[src/rtl/stopwatch_ctrl.sv]
// stopwatch_ctrl: start/stop/clear stopwatch counting BCD SS.CC, plus debouncer sample strobe
module stopwatch_ctrl #(
  parameter int PRESCALE = 500000,
  parameter int SMP_DIV  = 250000
) (
  input  logic        clk,
  input  logic        rst_n,
  input  logic        start_stop_evt,
  input  logic        clear_evt,
  output logic        smp_tick,
  output logic        running,
  output logic [15:0] bcd_out,
  output logic        wrap
);
  localparam int PW = $clog2(PRESCALE);
  localparam int SW = $clog2(SMP_DIV);
  localparam logic [PW-1:0] PRE_MAX = PW'(PRESCALE - 1);
  localparam logic [SW-1:0] DIV_MAX = SW'(SMP_DIV - 1);
  typedef enum logic [1:0] {IDLE, RUN, PAUSE} state_t;
  state_t state_q, state_d;
  logic [PW-1:0] pre_q, pre_d;
  logic [SW-1:0] div_q, div_d;
  logic [15:0] bcd_q, bcd_d, bcd_inc;
  logic wrap_q, wrap_d, run_q, run_d, smp_q, smp_d, tc;
  logic [3:0] d0, d1, d2, d3;
  logic c0, c1, c2, c3;
  assign {d3, d2, d1, d0} = bcd_q;
  assign c0 = d0 == 4'd9;
  assign c1 = c0 && d1 == 4'd9;
  assign c2 = c1 && d2 == 4'd9;
  assign c3 = c2 && d3 == 4'd5;
  assign bcd_inc = {c3 ? 4'd0 : c2 ? d3 + 4'd1 : d3,
                    c2 ? 4'd0 : c1 ? d2 + 4'd1 : d2,
                    c1 ? 4'd0 : c0 ? d1 + 4'd1 : d1,
                    c0 ? 4'd0 : d0 + 4'd1};
  assign smp_tick = smp_q;
  assign running  = run_q;
  assign bcd_out  = bcd_q;
  assign wrap     = wrap_q;
  // state register
  always_ff @(posedge clk or negedge rst_n)
    if (!rst_n) state_q <= IDLE;
    else state_q <= state_d;
  // next state: clear only acts in PAUSE and wins over start_stop there
  always_comb begin
    state_d = state_q == IDLE ? (start_stop_evt ? RUN : IDLE) :
              state_q == RUN  ? (start_stop_evt ? PAUSE : RUN) :
              clear_evt ? IDLE : start_stop_evt ? RUN : PAUSE;
  end
  // datapath next values: prescaler holds in PAUSE so a resume keeps its phase
  always_comb begin
    tc     = state_q == RUN && pre_q == PRE_MAX;
    pre_d  = state_d == IDLE ? '0 : state_q != RUN ? pre_q : tc ? '0 : pre_q + PW'(1);
    bcd_d  = state_d == IDLE ? '0 : tc ? bcd_inc : bcd_q;
    wrap_d = tc && c3;
    run_d  = state_q == RUN;
    div_d  = div_q == DIV_MAX ? '0 : div_q + SW'(1);
    smp_d  = div_q == DIV_MAX;
  end
  // datapath and registered outputs
  always_ff @(posedge clk or negedge rst_n)
    if (!rst_n) begin
      pre_q  <= '0;
      div_q  <= '0;
      bcd_q  <= '0;
      wrap_q <= 1'b0;
      run_q  <= 1'b0;
      smp_q  <= 1'b0;
    end else begin
      pre_q  <= pre_d;
      div_q  <= div_d;
      bcd_q  <= bcd_d;
      wrap_q <= wrap_d;
      run_q  <= run_d;
      smp_q  <= smp_d;
    end
endmodule

[config.mk]
export PLATFORM = sky130hd
export DESIGN_NAME = stopwatch_ctrl
export DESIGN_NICKNAME = d
export VERILOG_FILES = /design/src/rtl/stopwatch_ctrl.sv
export SDC_FILE = /design/constraint.sdc
export NUM_CORES = 1
export LEC_CHECK = 0
export CORE_MARGIN = 1.5
export CORE_UTILIZATION = 39
export DETAILED_ROUTE_END_ITERATION = 10
export HOLD_SLACK_MARGIN = 0.08
export PLACE_DENSITY_LB_ADDON = 0.15
export RECOVER_POWER = 100
export SYNTH_ARGS = -nofsm -noshare
export SYNTH_HDL_FRONTEND = slang
export SYNTH_SLANG_ARGS = --single-unit
export TNS_END_PERCENT = 5
[constraint.sdc]
create_clock -name clk -period 4.15 [get_ports clk]
set_clock_uncertainty 0.05 [all_clocks]
set_input_delay 0.415 -clock clk [delete_from_list [all_inputs] [get_ports clk]]
set_output_delay 0.415 -clock clk [all_outputs]
set_load 0.02 [all_outputs]
# Yosys cells after proc, flatten, opt, wreduce, memory -nomap -nowiden
# Cells that the tools add are included.
# totals
ff_bits	58
input_bits	4
out_inout_bits	19
wordCells	58
# classes
addsub	6
n_eq_ne	9
mux	19
n_reduce_logical	14
# op_table
op	n
two-way mux 19 bit	3
two-way mux 16 bit	2
two-way mux 4 bit	7
adder 19 x 1 -> 19 bit (second input constant)	1
== test 19 bit (second input constant)	1
adder 18 x 1 -> 18 bit (second input constant)	1
== test 18 bit (second input constant)	1
two-way mux 18 bit	1
adder 4 x 1 -> 4 bit (second input constant)	4
== test 4 bit (second input constant)	3
two-way mux 2 bit	5
nonzero test 3 bit	3
AND reduction 2 bit	3
logical AND 1 bit	5
== test 4 x 3 -> 1 bit (second input constant)	1
logical NOT 2 bit	2
== test 2 x 1 -> 1 bit (second input constant)	1
!= test 2 x 1 -> 1 bit (second input constant)	1
!= test 2 bit (second input constant)	1
nonzero test 2 bit	1
two-way mux 1 bit	1

# Longest topological paths before layout
# Gate-level depths: netlist of the first run.
# logic_depth
ltp_word	7
mapped_depth	7
ltp_nobuf	6

# Worst setup path after synthesis of the first run
# OpenSTA, ideal clock, no wires.
# synth_timing
path_kind	register to register
start	register pre_q[11]
end	register bcd_q[14], in the netlist bcd_out[14]
setup_time_ps	122
t_arrival_ps	1998
required_time_ps	3978
slack_ps	1981
stages_incl_launch_ff	6
path_buffers	1
synth_period_minus_slack_ps	2169
path_cell_list	dfrtp_1 or4_4 or3_1 buf_2 or3_1 a32o_1
# synth_between
elab_chain_len	4
# synth_lines
element	line_no	text
from (decl)	21	logic [PW-1:0] pre_q, pre_d;
from (signal assigned)	70	pre_q <= pre_d;
== test 19 bit	52	tc = state_q == RUN && pre_q == PRE_MAX;
logical AND 1 bit	52	
nonzero test 2 bit (no line)	--	
AND reduction 2 bit (no line)	--	
to (signal assigned)	65	bcd_q <= '0;
to (signal assigned)	72	bcd_q <= bcd_d;
to (decl)	23	logic [15:0] bcd_q, bcd_d, bcd_inc;
# Every way passes these cells.
# A chain may end at the register's enable or synchronous reset.

# Worst setup path after layout of the first run
# layout_timing
start	register pre_q[11]
end	register pre_q[1]
# layout_between
elab_chain_len	5
# layout_lines
element	line_no	text
== test 19 bit	52	
logical AND 1 bit	52	
two-way mux 19 bit (3 in series)	53	pre_d = state_d == IDLE ? '0 : state_q != RUN ? pre_q : tc ? '0 : pre_q + PW'(1);
# Every way passes these cells. The select of a mux whose other input is x is not followed.

==> impl_metrics.tcl, run 1 <==
set metrics [dict create \
    p_sw_share_pct 28.1 \
    syn_inst 329 \
    antenna_found_initial 0 \
    firstDrtPassIters 4 \
    peakVddDrop_mv 0.166 \
    post-synth-top-area-cell "dfrtp_1" \
    drv_cap 0 \
    routedWlPerCell_um 14.5 \
    nets 364 \
    drive_gt1_share_pct 6.20 \
    ys.flop_type "dfrtp_1" \
    ant_nets 0 \
    grt_pass1_vias 2386 \
    critPathLaunchType "register" \
    post_cts_buffers 0 \
    cp-end-kind "register" \
    rows 32 \
    fmax_ghz 0.319 \
    leakagePower_uw 0.00151 \
    n_fill_cell 765 \
    gp_congestion 0.776 \
    cp.required_ps 4270 \
    p_per_area_nw_per_um2 398 \
    htree_levels 3 \
    drc 0 \
    setup_viol 0 \
    yosysTopAreaCellShare_pct 46.4 \
    whs_ps 157 \
    synth_fp_nets 343 \
    grt_pass1_wl_um 11300 \
    vias 2495 \
    yosys-top-cells-area "dfrtp_1 (46%), ha_1 (4.0%), or4_1 (3.6%)" \
    rr_worst_depth 4 \
    place_area_um2 3430 \
    multi_input_area_um2 1570 \
    combPwrFrac_pct 13.1 \
    overflow 0 \
    p_int_uw 1050 \
    p_sw_uw 409 \
    clk_pin_slew_ps 70 \
    die_h_um 92.6 \
    cp.arrival_ps 3250 \
    wl_um 6620 \
    yosys_warnings 0 \
    port_buffers 22 \
    stdcell_area_um2 3660 \
    finalMaxSlewViolations 0 \
    floorplan.initialDensity_pct 40.3 \
    cts_buffers 9 \
    period_needed_ps 3140 \
    core_um2 7770 \
    cts_resized 0 \
    cts_buffer_depth 2 \
    grt_usage_pct 16.9 \
    viasPerCell 5.46 \
    area_growth_pct 16.9 \
    cts_tree "yes" \
    die_w_um 92.6 \
    grt_max_degree 59 \
    n_antenna_cell 0 \
    critPathKind "register to register" \
    synth_area_per_cell_um2 9.52 \
    worst_pin_slew_ps 1350 \
    power_frac_seq_pct 42.7 \
    clock_latency_ps 350 \
    syn-cell-area_um2 3130 \
    ff_latch_area_um2 1450 \
    clock_sinks 58 \
    design.die.area_um2 8570 \
    synth_seq_cells 58 \
    cts-hold-fix-buffers 0 \
    synthArstFlopShare_pct 100 \
    dpl.hpwl_um 4520 \
    min_period_over_period_pct 75.6 \
    netlist-cell-type-count 45 \
    final.setup.tns_ps 0 \
    slew_headroom_pct 9.18 \
    drt_iter0_markers 154 \
    boundaryPins 23 \
    hold_viol_final 0 \
    cp_max_fo 18 \
    holdCritPathClass "input port to async pin" \
    grt_setup_unrepaired "false" \
    yosysSeqAreaShare_pct 46.4 \
    synth_edf_count 0 \
    clkPwrFrac_pct 44.1 \
    status "finished clean" \
    cts_root_buf "clkbuf_8" \
]
==> registers in the layout, indices dropped and copies added (netlist names) <==
| register | flops |
|---|---|
| bcd_out | 16 |
| div_q | 18 |
| pre_q | 19 |
| running | 1 |
| smp_tick | 1 |
| state_q | 2 |
| wrap | 1 |
==> worst max-delay path, stage by stage (launching register included) <==
cell and delay, ps:
dfrtp_1 430, or4_4 560, or3_1 550, o21ai_1 1130
o21ai_0 240
==> placed cells by master (no fill, tap or decap), types with 3 or more instances in the layout <==
master         netlist  layout
nor4_1               8       8
nand4_1             11      11
xnor2_1             11      11
clkbuf_8             0       9
and3_1               5       5
nor3_1              10      10
inv_1               13      13
o21ai_0             14      14
o31ai_1              9       9
a21oi_1             22      22
or3_1               13      13
dlygate4sd3_1        0      21
dfrtp_1             58      58
nand3_1             17      17
nand2_1             23      23
nor2_1              23      23
or4_1               15      15
nand3b_1             3       3
a31oi_1              3       3
bufinv_16            0       3
xor2_1               9       9
mux2i_1              6       6
and3b_1              4       4
ha_1                10      10
==> final cells by class <==
cell class / instances / area share [%]
clock buffer: 9 / 3.38
inverter: 13 / 1.33
tap: 102 / 3.49
clock inverter: 7 / 3.21
timing repair buffer: 23 / 6.08
multi-input combinational: 245 / 42.9
sequential: 58 / 39.6
==> through the flow <==
stage               total power (uW)  util, %  worst slack [ps]  instances
floorplan                        765        -              1980        329
global placement                 829     44.2              1510        441
detailed placement               831     44.2              1460        441
CTS                             1480     47.3              1450        457
global route                    1530     47.1               770        457
finish                          1460     47.1              1010        457
==> Yosys cell counts (all sizes together), types with 2 or more instances <==
cell	n
xor2	9
and2	2
a21oi	22
or3b	3
buf	4
inv	13
mux2i	6
and3	5
or3	13
a31oi	3
and3b	4
nor3b	2
dfrtp	58
nand2b	2
nand3b	3
nor2b	2
nand2	23
clkbuf	9
o41ai	2
nand4	11
nor4b	2
nor2	23
o31ai	9
ha	10
o21ai	16
nand3	17
xnor2	11
nand4b	2
or4	16
nor3	10
nor4	8
==> logic make-up after synthesis <==
kind of cell    count (synthesis)  synth area share [%]
compound gates                 58                  11.4
xor+xnor                       20                  5.60
fa+ha+maj                      10                  4.00
buf+inv                        26                  3.20
simple gates                  151                  27.5
mux                             6                  1.92
flops                          58                  46.4
==> path summary, 6_finish.rpt <==
path	start	endpoint	slack [ps]
setup / recovery	pre_q[11]	pre_q[1]	1010
hold / removal	rst_n	state_q[0]	160
setup reg to reg	pre_q[11]	pre_q[1]	1010
hold reg to reg	div_q[17]	div_q[17]	430
max in group asynchronous	rst_n	div_q[4]	3380
min in group clk	div_q[17]	div_q[17]	430
==> power groups by stage <==
stage          Sequential [uW]  Combinational [uW]  Clock, uW
3_3_place_gp               631                 199          0
3_5_place_dp               633                 198          0
5_1_grt                    627                 216        682
4_1_cts                    622                 198        661
6_report                   622                 191        642
2_1_floorplan              626                 139          0
==> metal layers <==
metal | vias up | part of all wire [%] | GRT usage, %
met3 | 7 | 3.2 | 4.19
li1 | 1253 | - | -
met4 | 0 | 1.6 | 7.31
met2 | 38 | 45 | 26.4
met1 | 1197 | 50 | 22.3
met5 | - | 0 | 0
No activity file was read; power rests on OpenSTA's default activity.
==> run 2: changes to the inputs <==
==> constraint.sdc (replaced) <==
create_clock -name clk -period 2.68 [get_ports clk]
set_clock_uncertainty 0.05 [all_clocks]
set_input_delay 0.268 -clock clk [delete_from_list [all_inputs] [get_ports clk]]
set_output_delay 0.268 -clock clk [all_outputs]
set_load 0.02 [all_outputs]
==> run 2 against run 1 <==
Net effect: the flow now finishes with violations (max-capacitance violations, max-slew violations); combinational power rose by 71%; critical path depth did not move; sequential power rose by 55%; hold slack improved by 270 ps; largest power group is now sequential cells; largest cell class unchanged; via count rose by 4.3%.
==> impl_metrics.tcl, run 2 (synthesized netlist as in run 1, its figures left out) <==
set metrics [dict create \
    finalWorstSetupSlack_ps 205 \
    drive_gt1_share_pct 6.58 \
    whs_ps 423 \
    port_buffers 22 \
    p_int_uw 1410 \
    place_inst 450 \
    antenna_found_initial 0 \
    holdCritPathClass "register to register" \
    route.met2.wl_um 3090 \
    p_sw_uw 603 \
    ant_nets 0 \
    die_h_um 92.6 \
    cp.required_ps 2850 \
    pre_cts_ws_ps 244 \
    firstDrtPassIters 5 \
    p_per_area_nw_per_um2 549 \
    finalMaxSlewViolations 28 \
    drc 0 \
    grt_usage_pct 17.2 \
    slew_headroom_pct -8.33 \
    clk_pin_slew_ps 70 \
    grt_pass1_wl_um 11600 \
    gp_congestion 0.767 \
    cts_buffers 9 \
    rows 32 \
    final.setup.tns_ps 0 \
    power_frac_seq_pct 47.7 \
    grt_setup_unrepaired "false" \
    viasPerCell 5.57 \
    post_cts_buffers 0 \
    floorplan.initialDensity_pct 40.3 \
    cts_buffer_depth 2 \
    overflow 0 \
    drv_cap 1 \
    p_sw_share_pct 29.9 \
    stdcell_area_um2 3670 \
    peakVddDrop_mv 0.215 \
    wl_met1_um 3250 \
    cts_root_buf "clkbuf_8" \
    wl_um 6720 \
    top_layer "met4" \
    n_fill_cell 787 \
    cp.arrival_ps 2650 \
    cts_tree "yes" \
    critPathKind "register to register" \
    clock_latency_ps 330 \
    drt_iter0_markers 109 \
    grt_pass1_vias 2441 \
    dpl.hpwl_um 4690 \
    critPathLaunchType "register" \
    period_needed_ps 2470 \
    regMostFlops "pre_q" \
    cp-end-kind "register" \
    clkPwrFrac_pct 36.1 \
    worst_pin_slew_ps 1620 \
    combPwrFrac_pct 16.2 \
    setup_viol 0 \
    grt_max_degree 32 \
    core_um2 7770 \
    die_w_um 92.6 \
    ff_latch_area_um2 1450 \
    fmax_ghz 0.404 \
    routed-wl-met3_um 235 \
    violations "max-capacitance violations, max-slew violations" \
    multi_input_area_um2 1570 \
    area_growth_pct 17.3 \
    leakagePower_uw 0.00151 \
    final_common_cell "dfrtp_1" \
    min_period_over_period_pct 92.3 \
    status "finished with violations" \
    routedWlPerCell_um 14.4 \
    n_antenna_cell 0 \
    htree_levels 3 \
    layout_common_cells "dfrtp_1 (58), nand2_1 (23), nor2_1 (23), a21oi_1 (22), dlygate4sd3_1 (21)" \
    design.die.area_um2 8570 \
    largest_reg_flops 19 \
    clock_sinks 58 \
    place_area_um2 3510 \
    boundaryPins 23 \
    nets 374 \
    fin_cells 467 \
    vias 2603 \
    hold_viol_final 0 \
    cp_max_fo 18 \
]
==> run 2: cell count changes in the layout (fill, tap and decap cells not counted), moves of 2 or more <==
| cell | before | now |
|---|---|---|
| buf_4 | 1 | 5 |
| bufinv_16 | 3 | 0 |
| clkbuf_1 | 0 | 6 |
| clkbuf_8 | 9 | 11 |
==> run 2: worst paths after layout <==
| path | start | endpoint | slack, ps | cells after the start |
|---|---|---|---|---|
| min reg2reg | div_q[17] | div_q[17] | 420 | 1 |
| min | div_q[17] | div_q[17] | 420 | 1 |
| max reg2reg | pre_q[11] | bcd_out[7] | 210 | 4 |
| max in group asynchronous | rst_n | pre_q[16] | 800 | 2 |
| min in group asynchronous | rst_n | pre_q[1] | 840 | 2 |
| max | pre_q[11] | bcd_out[7] | 210 | 4 |
==> run 2: worst max-delay path, cell delays in order, from the launching register on <==
cell and delay [ps]:
dfrtp_1 420, or4_1 580, or3_1 570, or3_1 450, a221oi_1 300
==> run 2: power groups by stage <==
| stage | Combinational [uW] | Clock (uW) | Sequential [uW] |
|---|---|---|---|
| after floorplan | 215 | 0 | 970 |
| after global placement | 348 | 0 | 977 |
| after detailed placement | 349 | 0 | 976 |
| after CTS | 350 | 755 | 961 |
| after global routing | 379 | 795 | 970 |
| final | 327 | 727 | 961 |
==> run 2: stage by stage <==
step	power, uW	utilization, %
finish	2020	47.3
global route	2140	47.3
CTS	2070	47.6
detailed placement	1330	45.2
global placement	1320	45.2
floorplan	1180	-
==> run 2: final cells by class <==
cell class / count / share of cell area, %
sequential: 58 / 39.5
clock buffer: 12 / 4.23
tap: 102 / 3.48
timing repair buffer: 33 / 8.08
multi-input combinational: 245 / 42.6
inverter: 13 / 1.33
clock inverter: 4 / 0.716
==> run 2: what timing repair did <==
item / in CTS / in global routing
hold buffers: 1 / 0
endpoints found under the hold margin: 27 / 0
resized for setup: 0 / 0
==> run 2: per-layer routing <==
metal / GRT usage [%] / up-vias
li1: - / 1272
met1: 23.1 / 1260
met2: 25.8 / 56
met3: 3.61 / 15
met4: 9.36 / 0
met5: 0 / -
